--- src/rtl/bus_arbiter8_pkg.sv ---
// Shared constants and state encoding for the eight-way round-robin bus arbiter.
package bus_arbiter8_pkg;

  localparam int NUM_REQ = 8;
  localparam int SEL_W   = 3;

  typedef enum logic {
    ST_IDLE = 1'b0,
    ST_OWN  = 1'b1
  } state_e;

endpackage

--- src/rtl/bus_arbiter8_rr_pick8.sv ---
// Combinational round-robin picker: rotate requests by ptr, find first set, un-rotate.
module rr_pick8
  import bus_arbiter8_pkg::*;
(
  input  logic [NUM_REQ-1:0] req,
  input  logic [SEL_W-1:0]   ptr,
  output logic [SEL_W-1:0]   winner,
  output logic               any_req
);

  logic [NUM_REQ-1:0] rot;
  logic [SEL_W-1:0]   idx;

  always_comb begin
    rot = NUM_REQ'({req, req} >> ptr);
    idx = '0;
    // Scan downward so the lowest set bit (closest to ptr) wins.
    for (int i = NUM_REQ - 1; i >= 0; i--) begin
      if (rot[i]) idx = SEL_W'(i);
    end
    winner = idx + ptr;
  end

  assign any_req = |req;

endmodule

--- src/rtl/bus_arbiter8.sv ---
// Round-robin owner of the shared 16-bit datapath; tenure capped at MAX_HOLD grant cycles.
module bus_arbiter8
  import bus_arbiter8_pkg::*;
#(
  parameter int MAX_HOLD = 16,
  parameter int HOLD_W   = 8
) (
  input  logic               clk,
  input  logic               reset,
  input  logic [NUM_REQ-1:0] req,
  output logic [NUM_REQ-1:0] gnt,
  output logic [SEL_W-1:0]   sel,
  output logic               busy,
  output logic               timeout
);

  state_e             state_q, state_d;
  logic [SEL_W-1:0]   ptr_q, ptr_d;
  logic [HOLD_W-1:0]  cnt_q, cnt_d;
  logic [NUM_REQ-1:0] gnt_q, gnt_d;
  logic [SEL_W-1:0]   sel_q, sel_d;
  logic               busy_q, busy_d;
  logic               timeout_q, timeout_d;

  logic [SEL_W-1:0]   winner;
  logic               any_req;
  logic               owner_req;
  logic               at_max;
  logic               release_w;
  logic               forced_w;

  rr_pick8 u_pick (
    .req     (req),
    .ptr     (ptr_q),
    .winner  (winner),
    .any_req (any_req)
  );

  assign owner_req = req[sel_q];
  assign at_max    = (cnt_q == HOLD_W'(MAX_HOLD));
  assign release_w = (state_q == ST_OWN) && (!owner_req || at_max);
  assign forced_w  = (state_q == ST_OWN) && owner_req && at_max;

  always_ff @(posedge clk) begin
    if (reset) begin
      state_q   <= ST_IDLE;
      ptr_q     <= '0;
      cnt_q     <= '0;
      gnt_q     <= '0;
      sel_q     <= '0;
      busy_q    <= 1'b0;
      timeout_q <= 1'b0;
    end else begin
      state_q   <= state_d;
      ptr_q     <= ptr_d;
      cnt_q     <= cnt_d;
      gnt_q     <= gnt_d;
      sel_q     <= sel_d;
      busy_q    <= busy_d;
      timeout_q <= timeout_d;
    end
  end

  always_comb begin
    state_d = state_q;
    ptr_d   = ptr_q;
    cnt_d   = cnt_q;
    case (state_q)
      ST_IDLE: begin
        if (any_req) begin
          state_d = ST_OWN;
          cnt_d   = HOLD_W'(1);
        end
      end
      ST_OWN: begin
        if (release_w) begin
          state_d = ST_IDLE;
          ptr_d   = sel_q + SEL_W'(1);
          cnt_d   = '0;
        end else begin
          cnt_d = cnt_q + HOLD_W'(1);
        end
      end
      default: state_d = ST_IDLE;
    endcase
  end

  // Output registers load from here; sel keeps the last owner while idle.
  always_comb begin
    gnt_d     = gnt_q;
    sel_d     = sel_q;
    busy_d    = busy_q;
    timeout_d = 1'b0;
    case (state_q)
      ST_IDLE: begin
        if (any_req) begin
          gnt_d  = NUM_REQ'(1) << winner;
          sel_d  = winner;
          busy_d = 1'b1;
        end else begin
          gnt_d  = '0;
          busy_d = 1'b0;
        end
      end
      ST_OWN: begin
        if (release_w) begin
          gnt_d     = '0;
          busy_d    = 1'b0;
          timeout_d = forced_w;
        end
      end
      default: begin
        gnt_d  = '0;
        busy_d = 1'b0;
      end
    endcase
  end

  assign gnt     = gnt_q;
  assign sel     = sel_q;
  assign busy    = busy_q;
  assign timeout = timeout_q;

endmodule
--- config.mk ---
export PLATFORM = sky130hd
export DESIGN_NAME = bus_arbiter8
export DESIGN_NICKNAME = d
export VERILOG_FILES = /design/src/rtl/bus_arbiter8_pkg.sv /design/src/rtl/bus_arbiter8_rr_pick8.sv /design/src/rtl/bus_arbiter8.sv
export SDC_FILE = /design/constraint.sdc
export NUM_CORES = 1
export LEC_CHECK = 0
export CAP_MARGIN = 30
export CORE_MARGIN = 2
export CORE_UTILIZATION = 35
export DETAILED_ROUTE_END_ITERATION = 16
export GPL_TIMING_DRIVEN = 0
export MAX_ROUTING_LAYER = met4
export SLEW_MARGIN = 25
export SYNTH_ARGS = -nofsm -noshare
export SYNTH_HDL_FRONTEND = slang
export SYNTH_SLANG_ARGS = --single-unit
--- constraint.sdc ---
create_clock -name clk -period 4.8 [get_ports clk]
set_clock_uncertainty 0.2 [all_clocks]
set_input_delay 0.48 -clock clk [delete_from_list [all_inputs] [get_ports clk]]
set_output_delay 0.48 -clock clk [all_outputs]
set_load 0.01 [all_outputs]
After elaboration in Yosys (flattened, before gate mapping) --
Cells that the tools add are included.
Cells by class: $add $sub $neg 3, order comparisons 1, eq/ne operators 3, shift operators 2, mux-type cells 21, bitwise logic cells 2, reductions and logical operators 9
Operators with widths (number):
- $mux 8 | 4
- $pmux 8 s2 | 2
- $mux 3 | 8
- $shr 16x3->8 | 1
- $add 8x1->8 const B | 1
- $eq 8x5->1 const B | 1
- $reduce_or 8->1 | 1
- $shl 1x3->8 const A | 1
- $lt 3x4->1 const B | 1
- $mux 1 | 4
- $pmux 1 s2 | 2
- $reduce_and 2->1 | 2
- $add 3x1->3 const B | 1
- $add 3x3->3 | 1
- $bmux 1 s3 | 1
- $logic_and 1x1->1 | 3
- $reduce_or 3->1 | 1
- $ne 2x1->1 const B | 1
- $ne 2x2->1 const B | 1
- $not 1->1 | 2
- $logic_not 1->1 | 1
- $logic_or 1x1->1 | 1
Word-level totals: flip-flop bits (word level) 25, input port bits 10

Longest topological paths before layout --
Gate-level depths: netlist of the first run.
depth after elaboration 13, gate-level depth with buffers 15, gate-level depth less buffers 12

Hierarchy --
A second synthesis of the first run with hierarchy kept.
Unflattened totals: cell total of the unflattened synthesis 185, area, all modules 1694.1 um^2
By module, submodules not included:
- bus_arbiter8 | times used 1, cells each 135, area each 1174.9 um^2
- rr_pick8 | times used 1, cells each 50, area each 519.2 um^2

Least setup slack after synthesis of the first run --
Ideal clock, no wire load.
kind register to register, from register ptr_q[1], to register gnt_q[0] (netlist: gnt[0]), library setup time 79 ps, data arrival time 3164 ps, data required time 4521 ps, setup slack 1357 ps, cell stages (with the launch flop) 16, clock period less this slack 3443 ps, cell sequence dfxtp_1 > buf_2 > buf_2 > mux4_2 > nor2b_1 > nor3_1 > a21oi_1 > o31ai_1 > ha_1 > inv_1 > fa_1 > clkbuf_1 > inv_1 > nor3_1 > o2111ai_1 > o211ai_1
On the way: longest elaborated chain between the ends 13
RTL lines:
- start, declared | line bus_arbiter8.sv:18 | logic [SEL_W-1:0] ptr_q, ptr_d;
- start signal, assigned | line bus_arbiter8.sv:55 | ptr_q <= ptr_d;
- $shr 16x3->8 | line bus_arbiter8_rr_pick8.sv:15 | rot = NUM_REQ'({req, req} >> ptr);
- $mux 3 (8 in series) | line bus_arbiter8_rr_pick8.sv:19 | if (rot[i]) idx = SEL_W'(i);
- $add 3x3->3 * | line bus_arbiter8_rr_pick8.sv:21 | winner = idx + ptr;
- $shl 1x3->8 * | line bus_arbiter8.sv:97 | gnt_d = NUM_REQ'(1) << winner;
- $mux 8 * | line bus_arbiter8.sv:96 | if (any_req) begin
- $pmux 8 s2 * | line bus_arbiter8.sv:94 | case (state_q)
- end signal, assigned | line bus_arbiter8.sv:57 | gnt_q <= gnt_d;
- end, declared | line bus_arbiter8.sv:20 | logic [NUM_REQ-1:0] gnt_q, gnt_d;
Mark *: on every way between the ends. The rest lies on a longest branch, timed or not. A chain may end at the register's enable or synchronous reset.

Final worst setup path of the first run --
from input req[6], to register gnt_q[5] (netlist: gnt[5])
On the way: longest elaborated chain between the ends 13, elaborated cells between the ends (all ways) 20, those cells by class add/sub (1); eq/ne (1); shift (2); mux (12); reduce/logical (4)
RTL lines:
- start, declared | line bus_arbiter8.sv:10 | input logic [NUM_REQ-1:0] req,
- $shr 16x3->8 | line bus_arbiter8_rr_pick8.sv:15
- $mux 3 (8 in series) | line bus_arbiter8_rr_pick8.sv:19
- $add 3x3->3 | line bus_arbiter8_rr_pick8.sv:21
- $shl 1x3->8 | line bus_arbiter8.sv:97
- $mux 8 | line bus_arbiter8.sv:96
- $pmux 8 s2 | line bus_arbiter8.sv:94
Several ways; a longest one is shown, not always the timed one. The select of a mux whose other input is x is not followed.

==> impl_metrics.json, run 1 <==
{
  "clock_sinks": 25,
  "slew_violations": 0,
  "cts-root-buf": "clkbuf_8",
  "p_int_mw": 0.4949,
  "post-dp-hpwl_um": 3689,
  "synth-seq-cells": 25,
  "worstHoldEndpoint": "gnt[3]",
  "ir_drop_v": 0.0002173,
  "drt-initial-drc-count": 129,
  "cp_max_fo": 10,
  "ios": 23,
  "grt_start_max_net_pins": 14,
  "cts_buffer_depth": 2,
  "pwr-share-seq_pct": 31.7,
  "max_freq_mhz": 242.7,
  "die_w_um": 80.71,
  "post-route-util_pct": 43.06,
  "post_cts_buffers": 0,
  "rsz0062_at_grt": "no",
  "status": "completed",
  "nets": 290,
  "clk_latency_ns": 0.27,
  "hold_slack_ns": 0.2749,
  "yosysTopAreaCellShare_pct": 24.30,
  "p_sw_mw": 0.3531,
  "reg2reg_depth": 15,
  "via_count": 1937,
  "place_ws_ns": 0.4436,
  "die_h_um": 80.71,
  "fin_total_pwr_mw": 0.8480,
  "grt_overflow": 0,
  "combPwrFrac_pct": 53.3,
  "synth_cell_types": 47,
  "synthTopCellsByArea": "dfxtp_1 24%, mux4_2 14%, nor2_1 5.7%, nand2_1 4.9%, a21oi_1 4.6%",
  "yosys.area.top_type": "dfxtp_1",
  "clock_power_share_pct": 15.0,
  "clkTransAtPathRegs_ns": 0.09,
  "seq_area_frac_synth_pct": 24.30,
  "relSlewSlack_pct": 51.90,
  "crit_type": "in -> reg",
  "start_util_pct": 36.72,
  "yosys_most_used_dff": "dfxtp_1",
  "port_buffers": 22,
  "max-cap-violations": 0,
  "whs_path_depth": 2,
  "worst_pin_slew_ns": 0.7156,
  "cts_hold_buf": 0,
  "fin_ws_ns": 0.6804,
  "leakage_nw": 0.8798,
  "cts-htree-levels": 1,
  "cts_tree": "done",
  "switching_share_pct": 41.64,
  "cts_inserted_buffers": 3,
  "avgSynthCellArea_um2": 8.304,
  "core_um2": 5608,
  "grt_pass1_wl_um": 8935,
  "antenna_cells": 0,
  "synth_warnings": 0,
  "hold_start": "gnt[3]",
  "post-place-cells": 342,
  "worstReg2RegStart": "ptr_q[1]",
  "final_area_um2": 2415,
  "setup_violations": 0,
  "syn-num-nets": 263,
  "r2r_slack_ns": 0.72,
  "endpoint_kind": "flop",
  "grt_antenna_before_repair": 0,
  "synth_cells": 248,
  "hold_viol": 0,
  "die_area_um2": 6514,
  "period_share_pct": 85.82,
  "grt_usage_pct": 17.66,
  "hold_class": "reg -> reg",
  "period_needed_ns": 4.120,
  "fp-row-count": 27,
  "wl_per_cell_um": 14.48,
  "dr.pass1.iters": 4,
  "syn2layout_area_growth_pct": 17.25,
  "arrival_ns": 4.12,
  "routabilityCongestion": 0.9505,
  "netlist_area_um2": 2059,
  "vias_per_cell": 5.598,
  "place_area_um2": 2370,
  "drc_errors": 0,
  "ant_nets": 0,
  "synthArstFlopShare_pct": 0,
  "p_per_area_nw_per_um2": 351.2,
  "cp.required_ns": 4.80,
  "grt_pass1_vias": 1845,
  "rr_endpoint": "gnt[5]",
  "synth-edff-count": 0,
  "drt_wl_total_um": 5010,
  "final_cells": 346,
  "start_kind": "primary input",
  "post_cts_resized": 0,
  "setup_tns_ns": 0,
  "drive_above_1_share_pct": 14.60
}
==> flip-flops by register name (all words and copies together) (netlist names) <==
name	flops
timeout	1
sel	3
gnt	8
state_q	1
ptr_q	3
cnt_q	8
busy	1
==> logic make-up after synthesis <==
group	share of synthesized area, %
mux	16.89
flops	24.30
fa+ha+maj	3.402
compound gates	21.14
buf+inv	7.898
simple gates	22.97
xor+xnor	3.402
==> cells in the mapped netlist, types with 2 or more instances <==
master,count
nand3_1,5
ha_1,4
o211ai_1,8
nor3_2,3
nor2b_1,2
nor3_1,18
buf_2,12
mux4_2,13
nand2_1,27
clkbuf_1,6
a211oi_1,6
xnor2_1,4
nor2_1,31
o2111ai_1,9
or4_1,2
o211a_1,3
nor4_2,2
inv_1,12
mux2i_1,3
dfxtp_1,25
nor4_1,2
a21oi_1,19
xor2_1,4
buf_6,2
a21o_1,4
==> worst max-delay path, cell delays in order <==
cell             delay (ns)
clkdlybuf4s50_1        0.50
clkbuf_1               0.26
nor3_1                 0.19
a21oi_1                0.06
mux4_2                 0.47
clkbuf_1               0.23
nand2b_1               0.20
a21bo_1                0.20
fa_1                   0.49
clkbuf_1               0.35
inv_1                  0.19
nor3_1                 0.22
o2111ai_1              0.16
o211ai_1               0.13
==> layout by cell type (no fill, tap or decap), drive strengths merged, types with 5 or more instances in the layout <==
master,instances
o211ai,8
buf,14
nand2,27
nand3,5
inv,13
nor3,21
a21oi,19
a211oi,6
dfxtp,25
mux4,13
o2111ai,10
clkdlybuf4s50,22
clkbuf,10
nor2,31
==> how the worst max path moves through the flow <==
stage	from	slack (ns)	endpoint	depth (start not counted)
after global routing	req[6]	0.34	gnt[4]	14
after detailed placement	req[6]	0.44	gnt[0]	14
final	req[6]	0.68	gnt[5]	14
after global placement	req[6]	0.44	gnt[0]	14
after CTS	req[6]	0.71	gnt[0]	14
after floorplan	ptr_q[1]	1.36	gnt[0]	15
==> cell type report <==
type                    instances  area [µm²]
plain buffers                  21       113.9
inverters                      13       48.80
multi-input cells             189        1396
clock buffers                   4       45.04
repair buffers                 22       220.2
well taps                      72       90.09
fillers                       594        3193
flip-flops and latches         25       500.5
==> power groups by stage <==
stage | sequential, mW | combinational (mW) | clock, mW
floorplan | 0.278 | 0.320 | 0
global placement | 0.273 | 0.451 | 0
detailed placement | 0.273 | 0.452 | 0
CTS | 0.268 | 0.454 | 0.131
global route | 0.274 | 0.505 | 0.139
finish | 0.269 | 0.452 | 0.127
==> layer usage <==
layer	vias to the layer above	share of wire, %	GRT usage [%]
li1	972	-	-
met1	918	49	24.88
met2	43	47	26.92
met3	4	3.1	2.809
met4	0	0.66	3.559
met5	-	0	-
Note: power is estimated with default switching activity, not from simulation.
==> run 2: changes to the inputs <==
--- a/config.mk
+++ b/config.mk
@@ -9,6 +9,7 @@
 export CORE_MARGIN = 2
 export CORE_UTILIZATION = 35
 export DETAILED_ROUTE_END_ITERATION = 16
+export DONT_BUFFER_PORTS = 1
 export GPL_TIMING_DRIVEN = 0
 export MAX_ROUTING_LAYER = met4
 export SLEW_MARGIN = 25
==> impl_metrics.json, run 2 (synthesis gave the netlist of run 1 again) <==
{
  "die_w_um": 80.71,
  "die_area_um2": 6514,
  "max_stage_delay_ns": 0.47,
  "hold_start": "reset",
  "clock_sinks": 25,
  "clk_latency_ns": 0.27,
  "post-dp-hpwl_um": 3687,
  "path_buf_inv": 5,
  "routabilityCongestion": 0.9341,
  "wl_per_cell_um": 15.61,
  "drive_above_1_share_pct": 15.87,
  "grt_pass1_wl_um": 8921,
  "place_ws_ns": 0.7353,
  "final_cells": 324,
  "grt_usage_pct": 17.75,
  "crit_slowest_cell": "fa_1",
  "period_needed_ns": 4.075,
  "worstHoldEndpoint": "state_q",
  "reg2reg_depth": 15,
  "whs_path_depth": 3,
  "drt_wl_total_um": 5059,
  "grt_antenna_before_repair": 0,
  "post_cts_buffers": 0,
  "relSlewSlack_pct": 47.86,
  "cts-htree-levels": 1,
  "clkTransAtPathRegs_ns": 0.09,
  "vias_per_cell": 5.713,
  "cts_inserted_buffers": 3,
  "fp-row-count": 27,
  "cts-root-buf": "clkbuf_8",
  "worst_pin_slew_ns": 0.7756,
  "cts_hold_buf": 0,
  "start_util_pct": 36.72,
  "dr.pass1.iters": 4,
  "syn2layout_area_growth_pct": 6.561,
  "final_cell_mix": "31 x nor2_1, 27 x nand2_1, 25 x dfxtp_1",
  "drt-initial-drc-count": 104,
  "ant_nets": 0,
  "rsz0062_at_grt": "no",
  "setup_violations": 0,
  "fin_ws_ns": 0.7245,
  "rr_endpoint": "gnt[1]",
  "core_um2": 5608,
  "start_kind": "flop",
  "drc_errors": 0,
  "status": "completed",
  "p_per_area_nw_per_um2": 367.4,
  "ios": 23,
  "grt_start_max_net_pins": 14,
  "endpoint_kind": "flop",
  "grt_overflow": 0,
  "period_share_pct": 84.91,
  "cp.required_ns": 4.80,
  "ir_drop_v": 0.0002026,
  "worstReg2RegStart": "ptr_q[1]",
  "post_cts_resized": 0,
  "hold_viol": 0,
  "final_common_cell": "nor2_1",
  "cts_buffer_depth": 2,
  "max_freq_mhz": 245.4,
  "cp_max_fo": 10,
  "post-place-cells": 320,
  "r2r_slack_ns": 0.72,
  "path_delay_family": "buffers and inverters",
  "setup_tns_ns": 0,
  "max-cap-violations": 0,
  "leakage_nw": 0.7993,
  "die_h_um": 80.71,
  "grt_pass1_vias": 1806,
  "slew_violations": 0,
  "via_count": 1851,
  "arrival_ns": 4.07,
  "nets": 268,
  "crit_type": "reg -> reg",
  "antenna_cells": 0,
  "port_buffers": 0,
  "path_cells": "buf_2, buf_2, mux4_2, nor2b_1, nor3_1, a21oi_1, o31ai_1, ha_1, inv_1, fa_1, clkbuf_1, inv_1, nor3_1, o2111ai_1, o211ai_1",
  "hold_class": "in -> reg",
  "cts_tree": "done"
}
[run 2: cell count changes in the layout (fill, tap and decap cells not counted), sizes merged]
| cell | delta |
|---|---|
| clkdlybuf4s50 | -22 |
[run 2: where the power goes]
part           switching (mW)  total, mW  internal (mW)
clock                  0.0684      0.128         0.0595
sequential             0.0427      0.281          0.239
combinational           0.239      0.397          0.157
[run 2: per-stage QoR]
stage	hold WS [ns]	cell area (µm²)	utilization (%)	power [mW]
final	0.2114	2195	39.13	0.8062
after global routing	0.2312	2195	39.13	0.8747
after CTS	0.2020	2195	39.13	0.8130
after detailed placement	0.3154	2150	38.33	0.6835
after global placement	0.3114	2150	38.33	0.6763
after floorplan	0.2810	2059	-	0.5981
[run 2: worst max path at each step]
stage | startpoint | end | slack (ns) | cells after the start
floorplan | ptr_q[1] | gnt[0] | 1.36 | 15
global placement | ptr_q[1] | gnt[0] | 0.80 | 15
detailed placement | ptr_q[1] | gnt[1] | 0.74 | 15
CTS | ptr_q[1] | gnt[1] | 0.70 | 15
global route | ptr_q[1] | gnt[1] | 0.34 | 15
finish | ptr_q[1] | gnt[1] | 0.72 | 15
[run 2: worst min-delay path, stage by stage]
cell and delay (ns):
inv_1 0.05, nand2_1 0.08, nor2_1 0.04
[run 2: area by class of cell]
| cell class | instances | area (µm²) |
|---|---|---|
| multi-input combinational | 189 | 1396 |
| sequential | 25 | 500.5 |
| buffer | 21 | 113.9 |
| clock buffer | 4 | 45.04 |
| fill | 594 | 3413 |
| tap | 72 | 90.09 |
| inverter | 13 | 48.80 |
[run 2: layer usage]
| metal | vias to the layer above | global-route usage, % | wire length, µm | part of all wire [%] |
|---|---|---|---|---|
| met2 | 48 | 28.58 | 2359 | 47 |
| li1 | 925 | - | - | - |
| met4 | 0 | 2.034 | 16 | 0.32 |
| met3 | 4 | 3.371 | 310 | 6.1 |
| met5 | - | - | 0 | 0 |
| met1 | 874 | 24.01 | 2372 | 47 |
